===== src/rtl/lfsr_arbiter.sv =====
// Round-robin arbiter that hands out samples of a shared 16-bit LFSR to N_REQ clients.
// It also owns the LFSR seed port: it seeds after reset and on reseed requests.
module lfsr_arbiter #(
    parameter int unsigned N_REQ        = 4,
    parameter logic [15:0] DEFAULT_SEED = 16'h684C
) (
    input  logic             clk,
    input  logic             rst,
    input  logic [N_REQ-1:0] req,
    output logic [N_REQ-1:0] ack,
    output logic [15:0]      rnd_data,
    output logic [2:0]       grant_id,
    input  logic             seed_req,
    input  logic [15:0]      seed_val,
    output logic             busy,
    output logic             lfsr_w_en,
    output logic [15:0]      lfsr_w_in,
    input  logic [15:0]      lfsr_data
);

    typedef enum logic [1:0] {
        ST_SEED   = 2'd0,
        ST_SETTLE = 2'd1,
        ST_RUN    = 2'd2
    } state_t;

    state_t           state_r;
    state_t           state_s;
    logic [2:0]       ptr_r;
    logic [2:0]       ptr_nxt_s;
    logic [15:0]      seed_r;
    logic [N_REQ-1:0] ack_r;
    logic [N_REQ-1:0] ack_nxt_s;
    logic [2:0]       grant_id_r;
    logic [15:0]      rnd_data_r;
    logic             win_found_s;
    logic [2:0]       win_idx_s;
    logic             hit_s;
    logic             grant_s;

    // Round-robin search: first pass covers ptr..N_REQ-1, second pass wraps to 0..ptr-1.
    always_comb begin
        win_found_s = 1'b0;
        win_idx_s   = 3'd0;
        hit_s       = 1'b0;
        for (int i = 0; i < int'(N_REQ); i++) begin
            hit_s       = req[i] && (3'(i) >= ptr_r) && !win_found_s;
            win_idx_s   = hit_s ? 3'(i) : win_idx_s;
            win_found_s = win_found_s | hit_s;
        end
        for (int i = 0; i < int'(N_REQ); i++) begin
            hit_s       = req[i] && (3'(i) < ptr_r) && !win_found_s;
            win_idx_s   = hit_s ? 3'(i) : win_idx_s;
            win_found_s = win_found_s | hit_s;
        end
    end

    // Grant qualification, one-hot ack vector and rotated pointer for the winner.
    always_comb begin
        grant_s   = (state_r == ST_RUN) && !seed_req && win_found_s;
        ptr_nxt_s = (win_idx_s == 3'(N_REQ - 1)) ? 3'd0 : (win_idx_s + 3'd1);
        ack_nxt_s = '0;
        for (int i = 0; i < int'(N_REQ); i++) begin
            ack_nxt_s[i] = grant_s && (win_idx_s == 3'(i));
        end
    end

    // Next-state logic; a reseed request only counts while running.
    always_comb begin
        state_s = state_r;
        case (state_r)
            ST_SEED:   state_s = ST_SETTLE;
            ST_SETTLE: state_s = ST_RUN;
            ST_RUN: begin
                if (seed_req) begin
                    state_s = ST_SEED;
                end else begin
                    state_s = ST_RUN;
                end
            end
            default:   state_s = ST_SEED;
        endcase
    end

    // State register.
    always_ff @(posedge clk) begin
        if (!rst) begin
            state_r <= ST_SEED;
        end else begin
            state_r <= state_s;
        end
    end

    // Seed register; a zero seed would lock the LFSR up, so it is replaced by the default.
    always_ff @(posedge clk) begin
        if (!rst) begin
            seed_r <= DEFAULT_SEED;
        end else if ((state_r == ST_RUN) && seed_req) begin
            seed_r <= (seed_val == 16'h0000) ? DEFAULT_SEED : seed_val;
        end else begin
            seed_r <= seed_r;
        end
    end

    // Grant registers; rnd_data holds between grants while grant_id returns to 0.
    always_ff @(posedge clk) begin
        if (!rst) begin
            ptr_r      <= 3'd0;
            ack_r      <= '0;
            grant_id_r <= 3'd0;
            rnd_data_r <= 16'h0000;
        end else if (grant_s) begin
            ptr_r      <= ptr_nxt_s;
            ack_r      <= ack_nxt_s;
            grant_id_r <= win_idx_s;
            rnd_data_r <= lfsr_data;
        end else begin
            ptr_r      <= ptr_r;
            ack_r      <= '0;
            grant_id_r <= 3'd0;
            rnd_data_r <= rnd_data_r;
        end
    end

    assign ack       = ack_r;
    assign grant_id  = grant_id_r;
    assign rnd_data  = rnd_data_r;
    assign busy      = (state_r != ST_RUN);
    assign lfsr_w_en = (state_r == ST_SEED);
    assign lfsr_w_in = seed_r;

endmodule


===== config.mk =====
export PLATFORM = sky130hd
export DESIGN_NAME = lfsr_arbiter
export DESIGN_NICKNAME = d
export VERILOG_FILES = /design/src/rtl/lfsr_arbiter.sv
export SDC_FILE = /design/constraint.sdc
export NUM_CORES = 1
export LEC_CHECK = 0
export CAP_MARGIN = 5
export CORE_UTILIZATION = 43
export DETAILED_ROUTE_END_ITERATION = 16
export PLACE_DENSITY = 0.92
export SLEW_MARGIN = 20
export SYNTH_ARGS = -nofsm -noshare
export SYNTH_HDL_FRONTEND = slang
export SYNTH_SLANG_ARGS = --single-unit

===== constraint.sdc =====
create_clock -name clk -period 4.1 [get_ports clk]
set_input_delay 0.615 -clock clk [delete_from_list [all_inputs] [get_ports clk]]
set_output_delay 0.615 -clock clk [all_outputs]
set_load 0.02 [all_outputs]

* Word level (Yosys, flattened, before mapping)
Index checks and enable logic that the tools add are counted.
** Storage, ports and cells
- Register bits :: 44
- Bits in latches :: 0
- Memory bits (writable) :: 0
- ROM bits :: 0
- Bits of input ports :: 39
- Memories kept :: 0
** Cells by class
- Add/sub/neg operators :: 1
- $mul :: 0
- Divide/modulo/power cells :: 0
- Magnitude comparators :: 8
- Equality and inequality tests :: 6
- Shift operators :: 0
- Multiplexer cells :: 11
- Bitwise logic cells :: 7
- Reduce and logical (&&, ||, !) cells :: 34
** Operator list (count)
- logical AND 1 bit :: 22
- zero test 16 bit :: 1
- 2-to-1 mux 16 bit :: 1
- 2-to-1 mux 2 bit :: 7
- zero test 1 bit :: 8
- OR 1 bit :: 7
- equality test 2 bit, second input constant :: 3
- >= comparator 1 x 3 -> 1 bit, first input constant :: 2
- >= comparator 2 x 3 -> 1 bit, first input constant :: 2
- < comparator 1 x 3 -> 1 bit, first input constant :: 2
- < comparator 2 x 3 -> 1 bit, first input constant :: 2
- case mux 2 bit (3 select lines) :: 1
- equality test 2 x 1 -> 1 bit, second input constant :: 2
- adder 2 x 1 -> 3 bit, second input constant :: 1
- zero test 3 bit :: 1
- 2-to-1 mux 3 bit :: 1
- zero test 2 bit :: 1
- inequality test 2 bit, second input constant :: 1
- AND reduction 2 bit :: 1
- 2-to-1 mux 1 bit :: 1

* Longest topological paths before layout
Gate-level depths: netlist of run 1.
- Depth in word-level cells :: 25
- Gate-level depth with buffers :: 7
- Depth with buffers taken out :: 7

* Least setup slack after synthesis of run 1
OpenSTA, ideal clock, no wires.
- Kind :: input to register
- From :: in req[2]
- To :: reg ptr_r[1]
- Data arrival time :: 1.668 ns
- Slack :: 2.316 ns
- Stages on the path :: 7
- Buffers on the path :: 0
- Cell sequence :: mux2i_1 -> nor2_1 -> nor3_1 -> inv_1 -> ha_1 -> nand2_1 -> o211a_1
** On the way
- Word-level cells in the longest chain between the ends :: 20
** RTL lines
- from (decl) :: line 9 : input logic [N_REQ-1:0] req,
- logical AND 1 bit (2 in series) :: line 47 : hit_s = req[i] && (3'(i) >= ptr_r) && !win_found_s;
- OR 1 bit :: line 49 : win_found_s = win_found_s | hit_s;
- zero test 1 bit :: line 47
- logical AND 1 bit :: line 47
- OR 1 bit :: line 49
- zero test 1 bit :: line 52 : hit_s = req[i] && (3'(i) < ptr_r) && !win_found_s;
- logical AND 1 bit :: line 52
- OR 1 bit :: line 54 : win_found_s = win_found_s | hit_s;
- [... 4 more ...]
- logical AND 1 bit :: line 52
- OR 1 bit :: line 54
- zero test 1 bit :: line 52
- logical AND 1 bit :: line 52
- 2-to-1 mux 2 bit * :: line 53 : win_idx_s = hit_s ? 3'(i) : win_idx_s;
- net win_idx_s[0] :: line 37 : logic [2:0] win_idx_s;
- adder 2 x 1 -> 3 bit / equality test 2 bit (equally long branches) :: line 61 : ptr_nxt_s = (win_idx_s == 3'(N_REQ - 1)) ? 3'd0 : (win_idx_s + 3'd1);
- 2-to-1 mux 3 bit * :: line 61
- to (signal assigned) :: line 113 : ptr_r <= ptr_nxt_s;
- to (signal assigned) :: line 118 : ptr_r <= ptr_r;
- to (decl) :: line 29 : logic [2:0] ptr_r;
The timed path passes the listed nets; every way through them passes the cells marked *.
A chain may end at the register's enable or synchronous reset.

* Worst setup path after layout of run 1
Same ends and word-level chain as after synthesis.

==> results of run 1 <==
[per-layer routing]
metal	share of wire [%]	up-vias	wire length, um	track usage, %
met5	0	-	0	0
met4	0.80	0	29	7.50
met3	10	2	381	8.75
met2	46	63	1660	31.3
met1	43	636	1560	22.1
li1	-	715	-	-
[worst max-delay path by stage]
stage	from	to	depth (start not counted)	slack, ns
finish	req[2]	ptr_r[1]	8	1.83
floorplan	req[2]	ptr_r[1]	7	2.32
global route	req[0]	ptr_r[1]	8	1.65
global placement	req[0]	ptr_r[1]	8	1.69
CTS	req[2]	ptr_r[1]	8	1.89
detailed placement	req[2]	ptr_r[1]	8	1.59
[through the flow]
stage                     power, mW  hold WS (ns)  instances  setup slack, ns  utilization (%)
after global placement        0.564         0.448        286             1.69             67.0
after detailed placement      0.567         0.456        286             1.59             67.0
after floorplan               0.495         0.507        167             2.32                -
after CTS                     0.820         0.466        292             1.89             69.3
after global routing          0.851         0.492        292             1.65             69.3
final                         0.810         0.459        292             1.83             69.3
[synthesized netlist by cell type]
master    count  area share (%)
clkbuf_1      6             1.4
o211a_1       1            0.60
nor4_1        4             1.5
nand4_1       1            0.38
nor4_2        1            0.75
o22a_1        6             3.2
a21boi_0     10             4.5
conb_1        1            0.23
nand2b_4      1            0.83
o21ai_0       1            0.30
or2_2         1            0.38
nand3_1       1            0.30
nand2b_1      2            0.75
and3_1        5             1.9
ha_1          4             3.0
inv_1         4            0.90
buf_4         1            0.45
nor2b_1      16             6.0
nor3_4        1            0.98
a21oi_1       4             1.2
nor3_1        1            0.30
nand2_1      24             5.4
buf_6         1            0.68
and2_1        2            0.75
dfxtp_1      42              51
o21a_1        1            0.45
o22ai_1       1            0.38
buf_2         1            0.30
nor2_1        5             1.1
mux2i_1      17              10
o21ai_1       1            0.30
[flip-flops by register name, indices dropped and copies added, names as in the netlist]
signal / flops
ack: 4
grant_id: 2
lfsr_w_in: 16
ptr_r: 2
rnd_data: 16
state_r: 2
[power by group through the flow]
stage / combinational, mW / clock (mW) / sequential, mW
after floorplan: 0.0483 / 0 / 0.447
after global placement: 0.128 / 0 / 0.436
after detailed placement: 0.131 / 0 / 0.436
after CTS: 0.131 / 0.261 / 0.427
after global routing: 0.142 / 0.281 / 0.429
final: 0.130 / 0.252 / 0.427
[area by class of cell]
cell class,count,area [um2],area share (%)
sequential,42,841,32.9
timing repair buffer,80,796,31.1
multi-input combinational,112,761,29.8
clock buffer,6,82.6,3.23
tap,48,60.1,2.35
inverter,4,15.0,0.588
[tightest hold or removal path, cell delays in order, from the launching register on]
cell and delay (ns):
dfxtp_1 0.31, nand2_1 0.04, a21boi_0 0.06
[kinds of logic after synthesis]
family | Yosys count
AO/OA/AOI/OAI | 25
adder cells (fa/ha/maj) | 4
buffers and inverters | 13
flip-flops | 42
multiplexers | 17
other | 1
AND/OR/NAND/NOR | 65
==> reports/qor.yml, run 1 <==
critical_path:
  cpPeakStageDelay_ns: 0.48
  criticalPathCategory: "in -> reg"
  r2r-start: "ptr_r[1]"
  r2r-end: "ptr_r[1]"
  reg2reg_slack_ns: 2.18
  ff2ff_path_depth: 7
  cp-start-kind: "input pin"
  critPathBufInv: 2
  crit_required_ns: 4.27
  worstSetupEndpointType: "flip-flop"
  cp_max_fo: 5
  slowest_stage: "clkdlybuf4s50_1"
  crit_family: "buffers and inverters"
  worstPathArrival_ns: 2.44
  path_cells: "clkdlybuf4s50_1 > mux2i_1 > nor2_1 > nor3_1 > inv_1 > ha_1 > nand2_1 > o211a_1"
power:
  p_seq_share_pct: 52.7
  power.leakage_nw: 0.919
  internal_power_mw: 0.623
  swShare_pct: 23.1
  p_sw_mw: 0.187
  vdd_drop_max_mv: 0.228
  power.density_mw_per_mm2: 317
  clkPwrFrac_pct: 31.2
  power_frac_comb_pct: 16.1
yosys:
  synth-compound-area-share_pct: 10.9
  syn_nets: 210
  avgSynthCellArea_um2: 9.96
  synth_simple_gate_area_share_pct: 21.4
  syn_area_mm2: 0.00166
  yosys_warnings: 0
  synthMuxAreaShare_pct: 10.2
  yosys_register_bits: 42
  synth-adder-area-share_pct: 3.01
  synth_xor_area_share_pct: 0
  netlist_instances: 167
  ys_seq_area_share_pct: 50.6
  yosys.cell_types.count: 31
  synth_top_family_by_area: "simple AND/OR/NAND/NOR gates"
timing:
  clock_skew_ns: 0.00441
  rsz0062_at_grt: "false"
  setup_viol: 0
  max_slew_margin_pct: 55.5
  slew_viol_final: 0
  period_share_pct: 55.3
  fin_crit_ns: 2.27
  clock.fmax_mhz: 441
  worst_pin_slew_ns: 0.665
  finalSetupTns_ns: 0
  hold_viol: 0
status:
  outcome: "finished clean"
global_route:
  grt-ovfl-total: 0
  grt_pass1_wl_um: 5990
  antenna_found_initial: 0
  grt_max_degree: 39
  grt_util_all_layers_pct: 19.3
  grt_pass1_vias: 1314
run:
  maxCapViolations: 0
routing:
  routed_via_density: 4.85
  wl_per_cell_um: 12.5
  drc_errors: 0
  first_iter_violations: 54
  vias: 1416
  wirelength_um: 3640
  ant_nets: 0
  drt_first_pass_iters: 4
placement:
  place_hpwl_um: 2710
  gp_congestion: 0.732
  portBuffers: 78
  place_area_mm2: 0.00247
finish:
  final_area_mm2: 0.00255
  nFillCells: 314
  mostFrequentLayoutCells: "clkdlybuf4s50_1 (78), dfxtp_1 (42), nand2_1 (24)"
  layout.nets: 288
  drive_gt1_share_pct: 4.92
  area_growth_pct: 53.6
  num_antenna_cells: 0
  final_common_cell: "clkdlybuf4s50_1"
clocking:
  cts.sinks: 42
  cts_buffer_depth: 2
  cts_inserted_buffers: 5
  root_buffer: "clkbuf_8"
  htree_levels: 2
  insertion_delay_ns: 0.28
  cts-resized-gates: 0
  cts_setup_buffers: 0
  postCtsHoldBufs: 0
  path_clk_slew_ns: 0.07
  tritoncts: "done"
hold_path:
  hold_path_class: "reg -> reg"
  holdPathEnd: "lfsr_w_in[8]"
  whs_path_depth: 2
  min_from: "lfsr_w_in[8]"
die:
  row_count: 22
  die_x_um: 64.2
  core-area_mm2: 0.00369
  io_pins: 80
  dieArea_mm2: 0.00412
  die_h_um: 64.2
  initial_core_util_pct: 45.1
Note: power is estimated with default switching activity, not from simulation.
==> run 2, diff against run 1 <==
- CORE_UTILIZATION: 43 -> 36
- PLACE_DENSITY: 0.92 -> 0.83
- clock period: 4.1 -> 2.08 ns (I/O delays scaled with it)
==> reports/qor.yml, run 2 (synthesis gave the netlist of run 1 again) <==
routing:
  ant_nets: 0
  wl_per_cell_um: 12.4
  vias: 1437
  wl_met3_um: 421
  drt_first_pass_iters: 4
  first_iter_violations: 63
  routed_via_density: 4.79
  dr_wl_met2_um: 1680
  m1WireLength_um: 1550
  wirelength_um: 3720
  top_layer_used: "met4"
  drc_errors: 0
status:
  outcome: "finished clean"
critical_path:
  worstPathArrival_ns: 1.42
  cp-start-kind: "flip-flop"
  cp_max_fo: 5
  ff2ff_path_depth: 7
  worstSetupEndpointType: "output pin"
  criticalPathCategory: "reg -> out"
  slowest_stage: "clkdlybuf4s50_1"
  critPathBufInv: 1
  crit_family: "buffers and inverters"
  cpPeakStageDelay_ns: 0.62
  reg2reg_slack_ns: 0.48
  path_cells: "nand2b_4 > clkdlybuf4s50_1"
  startpoint: "state_r[0]"
  r2r-end: "ptr_r[1]"
  r2r-start: "ptr_r[1]"
  crit_required_ns: 1.77
power:
  power.density_mw_per_mm2: 621
  vdd_drop_max_mv: 0.397
  clkPwrFrac_pct: 31.5
  power.leakage_nw: 0.942
  p_seq_share_pct: 52.0
  power_frac_comb_pct: 16.5
  swShare_pct: 23.6
  p_sw_mw: 0.381
  internal_power_mw: 1.24
placement:
  placed_cells: 294
  gp_congestion: 0.769
  place_hpwl_um: 2830
  portBuffers: 78
finish:
  area.sequential_um2: 841
  nFillCells: 388
  drive_gt1_share_pct: 6.45
  area_growth_pct: 56.5
  final_common_cell: "clkdlybuf4s50_1"
  num_antenna_cells: 0
  multi_input_area_um2: 761
  layout.nets: 292
  finalNonFillerCells: 300
  mostFrequentLayoutCells: "clkdlybuf4s50_1 (78), dfxtp_1 (42), nand2_1 (24)"
global_route:
  grt_pass1_vias: 1340
  grt_util_all_layers_pct: 15.8
  grt_max_degree: 21
  antenna_found_initial: 0
  grt-ovfl-total: 0
  grt_pass1_wl_um: 6010
clocking:
  cts-resized-gates: 0
  htree_levels: 2
  tritoncts: "done"
  cts_setup_buffers: 0
  postCtsHoldBufs: 0
  path_clk_slew_ns: 0.07
  insertion_delay_ns: 0.29
  root_buffer: "clkbuf_8"
  cts_inserted_buffers: 5
  cts.sinks: 42
  cts_buffer_depth: 2
timing:
  clock_skew_ns: 0.00476
  worst_pin_slew_ns: 0.497
  hold_viol: 0
  setup_viol: 0
  rsz0062_at_grt: "false"
  slew_viol_final: 0
  fin_crit_ns: 1.73
  clock.fmax_mhz: 577
  period_share_pct: 83.3
  max_slew_margin_pct: 66.8
  finalSetupTns_ns: 0
die:
  core-area_mm2: 0.00438
  die_x_um: 70.0
  row_count: 24
  io_pins: 80
  initial_core_util_pct: 37.9
  dieArea_mm2: 0.00490
  die_h_um: 70.0
hold_path:
  min_from: "lfsr_w_in[5]"
  hold_path_class: "reg -> reg"
  holdPathEnd: "lfsr_w_in[5]"
  whs_path_depth: 2
run:
  maxCapViolations: 0
[run 2: power by group through the flow]
stage	Combinational (mW)	Clock, mW	Sequential [mW]
2_1_floorplan	0.0952	0	0.881
3_3_place_gp	0.263	0	0.860
3_5_place_dp	0.266	0	0.860
4_1_cts	0.269	0.529	0.842
5_1_grt	0.287	0.572	0.845
6_report	0.266	0.509	0.841
[run 2: tightest hold or removal path, cell delays in order (launching register included)]
cell	delay [ns]
dfxtp_1	0.31
nand2_1	0.04
a21boi_0	0.06
[run 2: area by class of cell]
type / instances / share of cell area, %
Sequential cell: 42 / 32.3
Clock buffer: 6 / 3.17
Inverter: 4 / 0.577
Multi-Input combinational cell: 112 / 29.2
Tap cell: 52 / 2.50
Timing Repair Buffer: 84 / 32.2
[run 2: how the worst max path moves through the flow]
stage	endpoint	slack, ns	depth (start not counted)
global route	busy	0.26	2
floorplan	ptr_r[1]	0.46	7
detailed placement	ptr_r[1]	0.07	8
finish	busy	0.35	2
global placement	ptr_r[1]	0.13	8
CTS	busy	0.33	2
[run 2: per-layer routing]
| layer | up-vias | global-route usage (%) |
|---|---|---|
| met1 | 637 | 17.5 |
| met4 | 0 | 6.67 |
| li1 | 723 | - |
| met3 | 7 | 8.08 |
| met5 | - | 0 |
| met2 | 70 | 25.3 |
[run 2: through the flow]
stage                     hold WS, ns  power (mW)  util (%)  cell area (um2)  setup slack, ns
after floorplan                 0.453       0.976         -             1660            0.457
after global placement          0.442        1.12      57.5             2520            0.133
after detailed placement        0.452        1.13      57.5             2520           0.0739
after CTS                       0.468        1.64      59.4             2600            0.325
after global routing            0.490        1.70      59.4             2600            0.255
final                           0.462        1.62      59.4             2600            0.347
